===== config.mk =====
export PLATFORM = sky130hd
export DESIGN_NAME = transmitter
export DESIGN_NICKNAME = d
export VERILOG_FILES = /design/src/rtl/uartUtil.sv /design/src/rtl/transmitter.sv
export SDC_FILE = /design/constraint.sdc
export NUM_CORES = 1
export LEC_CHECK = 0
export BUFFER_PORTS_ARGS = -buffer_cell sky130_fd_sc_hd__buf_2
export CORE_MARGIN = 3
export CORE_UTILIZATION = 45
export CTS_CLUSTER_DIAMETER = 50
export CTS_CLUSTER_SIZE = 10
export DETAILED_ROUTE_END_ITERATION = 10
export PLACE_DENSITY = 0.67
export SYNTH_ARGS = -nofsm -noshare
export SYNTH_HDL_FRONTEND = slang
export SYNTH_SLANG_ARGS = --single-unit

===== constraint.sdc =====
create_clock -name clk -period 2.9 [get_ports clk]
set_clock_uncertainty 0.2 [all_clocks]
set_input_delay 0.145 -clock clk [delete_from_list [all_inputs] [get_ports clk]]
set_output_delay 0.145 -clock clk [all_outputs]
set_load 0.02 [all_outputs]

===== src/rtl/uartUtil.sv =====
// Shared UART definitions used by the transmitter and the receiver.
//   states_t              : frame-level FSM states (IDLE, START, SEND, STOP)
//   DEFAULT_CLKS_PER_BIT  : default bit period in clock cycles
//   timer_width()         : width of a counter that spans 0..clks-1 (at least 1 bit)
package uartUtil;

    typedef enum logic [1:0] {
        IDLE  = 2'd0,
        START = 2'd1,
        SEND  = 2'd2,
        STOP  = 2'd3
    } states_t;

    localparam int DEFAULT_CLKS_PER_BIT = 1;

    function automatic int timer_width(input int clks);
        return (clks > 1) ? $clog2(clks) : 1;
    endfunction

endpackage


===== src/rtl/transmitter.sv =====
// UART transmitter: 1 start bit (0), 8 data bits LSB first, 1 stop bit (1),
// each bit held for CLKS_PER_BIT clock cycles. Valid/ready byte handshake.
// Ports:
//   clk               in   sole clock, rising edge
//   rst               in   synchronous active-high reset
//   byteToSend [7:0]  in   byte sampled on an accepted handshake
//   sendValid         in   requester offers a byte
//   sendReady         out  transmitter accepts a byte this cycle
//   transmitterOutput out  serial line, idle high
//   done              out  high while the stop bit is driven
module transmitter
    import uartUtil::*;
#(
    parameter int CLKS_PER_BIT = DEFAULT_CLKS_PER_BIT
) (
    input  logic       clk,
    input  logic       rst,
    input  logic [7:0] byteToSend,
    input  logic       sendValid,
    output logic       sendReady,
    output logic       transmitterOutput,
    output logic       done
);

    localparam int            TW   = timer_width(CLKS_PER_BIT);
    localparam logic [TW-1:0] LAST = TW'(CLKS_PER_BIT - 1);

    states_t       state;
    states_t       state_n;
    logic [TW-1:0] timer;
    logic [TW-1:0] timer_n;
    logic [2:0]    bit_cnt;
    logic [2:0]    bit_cnt_n;
    logic [7:0]    shift_reg;
    logic [7:0]    shift_n;
    logic          line_n;
    logic          done_n;
    logic          ready_n;
    logic          accept;
    logic          wrap;

    // sendReady is a register, so the handshake depends on no combinational input path
    assign accept = sendValid && sendReady;
    assign wrap   = (timer == LAST);

    // Next-state, datapath and next-output computation
    always_comb begin
        state_n   = state;
        timer_n   = timer;
        bit_cnt_n = bit_cnt;
        shift_n   = shift_reg;
        case (state)
            IDLE: begin
                timer_n   = '0;
                bit_cnt_n = 3'd0;
                if (accept) begin
                    state_n = START;
                    shift_n = byteToSend;
                end else begin
                    state_n = IDLE;
                end
            end
            START: begin
                if (wrap) begin
                    timer_n   = '0;
                    bit_cnt_n = 3'd0;
                    state_n   = SEND;
                end else begin
                    timer_n = timer + TW'(1);
                end
            end
            SEND: begin
                if (wrap) begin
                    timer_n = '0;
                    shift_n = {1'b0, shift_reg[7:1]};
                    if (bit_cnt == 3'd7) begin
                        bit_cnt_n = 3'd0;
                        state_n   = STOP;
                    end else begin
                        bit_cnt_n = bit_cnt + 3'd1;
                    end
                end else begin
                    timer_n = timer + TW'(1);
                end
            end
            STOP: begin
                if (wrap) begin
                    timer_n = '0;
                    // a handshake on the last stop cycle chains straight into the next frame
                    if (accept) begin
                        state_n = START;
                        shift_n = byteToSend;
                    end else begin
                        state_n = IDLE;
                    end
                end else begin
                    timer_n = timer + TW'(1);
                end
            end
            default: begin
                state_n   = IDLE;
                timer_n   = '0;
                bit_cnt_n = 3'd0;
                shift_n   = 8'h00;
            end
        endcase

        // Outputs are registered: derive them from the values the state will take next
        case (state_n)
            START:   line_n = 1'b0;
            SEND:    line_n = shift_n[0];
            default: line_n = 1'b1;
        endcase
        done_n  = (state_n == STOP);
        ready_n = (state_n == IDLE) || ((state_n == STOP) && (timer_n == LAST));
    end

    // State, datapath and output registers with synchronous reset
    always_ff @(posedge clk) begin
        if (rst) begin
            state             <= IDLE;
            timer             <= '0;
            bit_cnt           <= 3'd0;
            shift_reg         <= 8'h00;
            transmitterOutput <= 1'b1;
            sendReady         <= 1'b1;
            done              <= 1'b0;
        end else begin
            state             <= state_n;
            timer             <= timer_n;
            bit_cnt           <= bit_cnt_n;
            shift_reg         <= shift_n;
            transmitterOutput <= line_n;
            sendReady         <= ready_n;
            done              <= done_n;
        end
    end

endmodule


; Word-level counts from Yosys, hierarchy flattened
; Index checks and enable logic that the tools add are counted.
[op_classes]
n_addsub = 2
eq_ne = 10
muxes = 17
bitwise_logic = 1
reduce_logical = 10
[op_table]
columns = cell, n
row1 = $mux W8, 3
row2 = $pmux W8 S3, 1
row3 = $mux W3, 3
row4 = $pmux W3 S3, 1
row5 = $eq A2 B2 Y1 const B, 4
row6 = $mux W2, 4
row7 = $pmux W2 S4, 1
row8 = $ne A2 B2 Y1 const B, 3
row9 = $reduce_and A3 Y1, 2
row10 = $reduce_bool A3 Y1, 2
row11 = $eq A2 B1 Y1 const B, 2
row12 = $logic_not A2 Y1, 2
row13 = $pmux W1 S2, 2
row14 = $add A3 B1 Y3 const B, 1
row15 = $eq A3 B3 Y1 const B, 1
row16 = $reduce_or A3 Y1, 1
row17 = $logic_and A1 B1 Y1, 2
row18 = $mux W1, 2
row19 = $add A1 B1 Y1 const B, 1
row20 = $logic_or A1 B1 Y1, 1
row21 = $not A1 Y1, 1
[word_totals]
ff_bits = 17
inputBits = 11
output_inout_bits = 3
wordCells = 48

; Depth between registers and ports, before layout
[logic_depth]
ltp_word = 7
mapped_depth = 8
mapped_depth_nobuf = 7

; Least setup slack after synthesis
; OpenSTA, ideal clock, no wires.
[synth_timing]
path_type = reg2reg
start = register bit_cnt[0]
end = register transmitterOutput
setup_ps = 134
arrival_ps = 1615
required_time_ps = 2566
path_slack_ps = 952
stages_incl_launch_ff = 8
n_path_buf = 0
period_less_slack_ps = 1948
path_cell_list = dfxtp_1 -> ha_1 -> ha_1 -> or2_2 -> a31oi_1 -> inv_1 -> ha_1 -> o2111ai_1
[synth_between]
elab_chain_cells = 6
word_cells_on_any_way = 7
classes_between = eq/ne: 3 / mux: 4
[synth_lines]
columns = item, line_no
row1 = start: declaration, transmitter.sv:32  ; logic [2:0] bit_cnt;
row2 = start signal: assignment, transmitter.sv:131  ; bit_cnt <= bit_cnt_n;
row3 = $eq A3 B3 Y1 (*), transmitter.sv:76  ; if (bit_cnt == 3'd7) begin
row4 = $mux W2 (*), transmitter.sv:76
row5 = $mux W2 (*), transmitter.sv:73  ; if (wrap) begin
row6 = $pmux W2 S4 (*), transmitter.sv:52  ; case (state)
row7 = named net state_n[0], transmitter.sv:29  ; states_t state_n;
row8 = $eq A2 B2 Y1 / $eq A2 B1 Y1 (equally long branches), transmitter.sv:109  ; case (state_n)
row9 = $pmux W1 S2 (*), transmitter.sv:109
row10 = end signal: assignment, transmitter.sv:133  ; transmitterOutput <= line_n;
row11 = end: declaration, transmitter.sv:21  ; output logic transmitterOutput,
; Mark *: on every way through the listed nets, which the timed path passes. The rest lies on a longest branch.
; A chain may end at the register's enable or synchronous reset.

; Final worst setup path
[layout_timing]
start = register state[0]
end = register shift_reg[7]
[layout_between]
elab_chain_cells = 3
word_cells_on_any_way = 8
classes_between = eq/ne: 4 / mux: 1 / reduce/logical: 3
[layout_lines]
columns = item, line_no
row1 = start: declaration, transmitter.sv:28  ; states_t state;
row2 = start signal: assignment, transmitter.sv:129  ; state <= state_n;
row3 = $eq A2 B2 Y1 / $logic_not A2 Y1 (equally long branches), transmitter.sv:52
row4 = $ne A2 B2 Y1 (no source line) / $reduce_bool A3 Y1 (equally long branches), -
row5 = $reduce_and A3 Y1 (no source line), -
row6 = end signal: assignment, transmitter.sv:132  ; shift_reg <= shift_n;
row7 = end: declaration, transmitter.sv:34  ; logic [7:0] shift_reg;
; Parallel ways exist; a longest one is shown, timed or not.

==> qor.txt <==
Status: complete, no violations
Critical Path End Type: flip-flop
Final min period: 2.11 ns
Die height: 46.8 um
Total Power: 599 uW
Post-Route WL: 1490 um
Peak VDD IR: 455 uV
Syn Area/Cell: 10.1 sq um
Post-synthesis instance area: 749 sq um
CTS Buffer Depth: 2
Hold Slack: 0.0770 ns
CTS tree: built
Multi-input logic area: 383 sq um
Inst Count DP: 100
Post-DP HPWL: 1010 um
Starting Density: 0.486
I/O Buffers: 13
Root Driver: clkbuf_4
Data required time of the worst path: 2.94 ns
First-pass GRT wire length: 2520 um
Synthesized flop and latch total: 16
Core ar.: 0.00154 sq mm
DIE WIDTH: 46.8 um
GP Congestion: 0.727
Synthesized instance count: 74
Synth warnings: 0
Initial DRT Pass Iterations: 4
Final Non-Filler Cells: 114
Critical path type: reg2reg
CTS buffer count: 3
Global route total overflow: 0
Area growth, synth to finish: 26.9%
RSZ-0062 raised after global routing: false
Via count: 619
Fmax: 0.473 GHz
CTS clk-pin slew, worst paths: 0.10 ns
Power per cell area: 630 mW/mm^2
I/O pin total: 14
PostCTS Resize Cnt: 0
Drt wl/cell: 13.1 um
N_diodes: 0
Crit start category: flip-flop
Slowest CP cell: dlygate4sd3_1
Share of cells above drive strength 1: 0.224
Arr. time, crit path: 2.16 ns
MaxCap Viol Count: 0
Final period util: 0.729
Total Nets Final: 118
Measured slew at the worst slew-check pin: 0.411 ns
Max FFs per register: 8
Rows: 14
Final Hold Viols: 0
Post-CTS Setup Inserts: 0
P_leak: 0.000450 uW
Initial antenna violation count: 0
Storage element area: 320 sq um
Slew HR: 0.725
Detailed-route DRC error count: 0
CTS H-tree depth: 1
Worst-path fanout max: 9
Clock sink count: 16
Post-route ant nets: 0
Pin count of the biggest net entering global routing: 12
Via density: 5.43
GRT Total Usage: 0.166
Fill count: 139
Critical path, cell by cell: ha_1 -> o211a_1 -> nand3_1 -> a21oi_1 -> dlygate4sd3_1
CTS Hold Bufs: 10
Worst skew pair latency: 0.30 ns
Setup violators final: 0
Setup TNS: 0 ns
Slowest cell delay on critical path: 0.55 ns
Register area share after synthesis: 0.427
Synth cell types: 25
Net Count, Synth: 93
Hold Crit Class: in2reg
Vias in the first global route: 566
DRT iter0 DRCs: 3
Die area: 0.00219 sq mm
Max Transition Viols Final: 0
stage by stage:
step / cell area [sq um] / setup slack (ns) / util
after detailed placement: 815 / 0.788 / 0.528
after CTS: 951 / 0.772 / 0.617
final: 951 / 0.785 / 0.617
after global placement: 815 / 0.868 / 0.528
after floorplan: 749 / 0.952 / -
after global routing: 951 / 0.610 / 0.617
synth_stat cells:
cell,instances,area (sq um)
dfxtp_1,16,320
a22o_1,9,78.8
ha_1,8,100
inv_1,7,26.3
a21oi_1,5,25.0
nor2_1,4,15.0
a22o_2,3,30.0
a31oi_1,2,12.5
nand2_1,2,7.51
nor2b_1,2,12.5
o21ai_0,2,10.0
a2bb2oi_1,1,8.76
and3b_1,1,8.76
and4bb_2,1,12.5
buf_2,1,5.00
buf_6,1,11.3
clkbuf_1,1,3.75
nand3_1,1,5.00
nand3b_1,1,7.51
nor4b_1,1,8.76
o2111ai_1,1,8.76
o211a_1,1,10.0
o211ai_1,1,7.51
o21a_1,1,7.51
or2_2,1,6.26
cell usage in the layout, fill, tap and decap left out, types with 2 or more instances in the layout:
cell type / instances
clkbuf_4: 3
a31oi_1: 2
nor2_1: 4
a22o_1: 9
inv_1: 7
o21ai_0: 2
a22o_2: 3
dlygate4sd3_1: 10
nor2b_1: 2
a21oi_1: 5
buf_2: 13
dfxtp_1: 16
ha_1: 8
nand2_1: 2
worst max-delay path: cells and delay by family, from the launching register on:
family / cells / cell delay (ns)
AOI/OAI and AO/OA: 2 / 0.50
and+or+nand+nor: 1 / 0.12
buffers and inverters: 1 / 0.55
adders and majority gates: 1 / 0.32
DFF: 1 / 0.38
cells by family after synthesis:
logic type      Yosys count  share of synthesized area
simple gates             14                      0.112
fa+ha+maj                 8                      0.134
compound gates           26                      0.265
buf+inv                  10                     0.0618
flops                    16                      0.427
layout make-up:
class	instances	area share
Sequential cell	16	0.337
Multi-Input combinational cell	48	0.403
Timing Repair Buffer	23	0.174
Tap cell	16	0.0211
Inverter	7	0.0276
Clock buffer	4	0.0382
where the power goes:
group	switching (uW)	leakage [uW]	internal, uW
Clock	76.5	0.0000210	76.7
Combinational	95.0	0.000298	80.5
Sequential	18.0	0.000131	252
layer usage:
layer | routed length (um) | global-route usage | share of wire | vias up
li1 | - | - | - | 318
met1 | 721 | 0.217 | 0.48 | 286
met2 | 684 | 0.249 | 0.46 | 13
met3 | 73 | 0.0690 | 0.049 | 2
met4 | 8 | 0.0497 | 0.0054 | 0
met5 | 0 | 0 | 0 | -
final timing paths:
check                                              from                        end  slack (ns)  depth (start not counted)
worst max-delay path                state[0]$_SDFF_PP0_  shift_reg[7]$_SDFFE_PP0P_        0.79                          5
worst min-delay path                          sendValid    shift_reg[0]$_SDFF_PP0_        0.08                          4
worst max register to register      state[0]$_SDFF_PP0_  shift_reg[7]$_SDFFE_PP0P_        0.79                          5
worst min register to register  bit_cnt[2]$_SDFFE_PP0P_    bit_cnt[2]$_SDFFE_PP0P_        0.26                          2
Power figures use the tool's default switching activity.
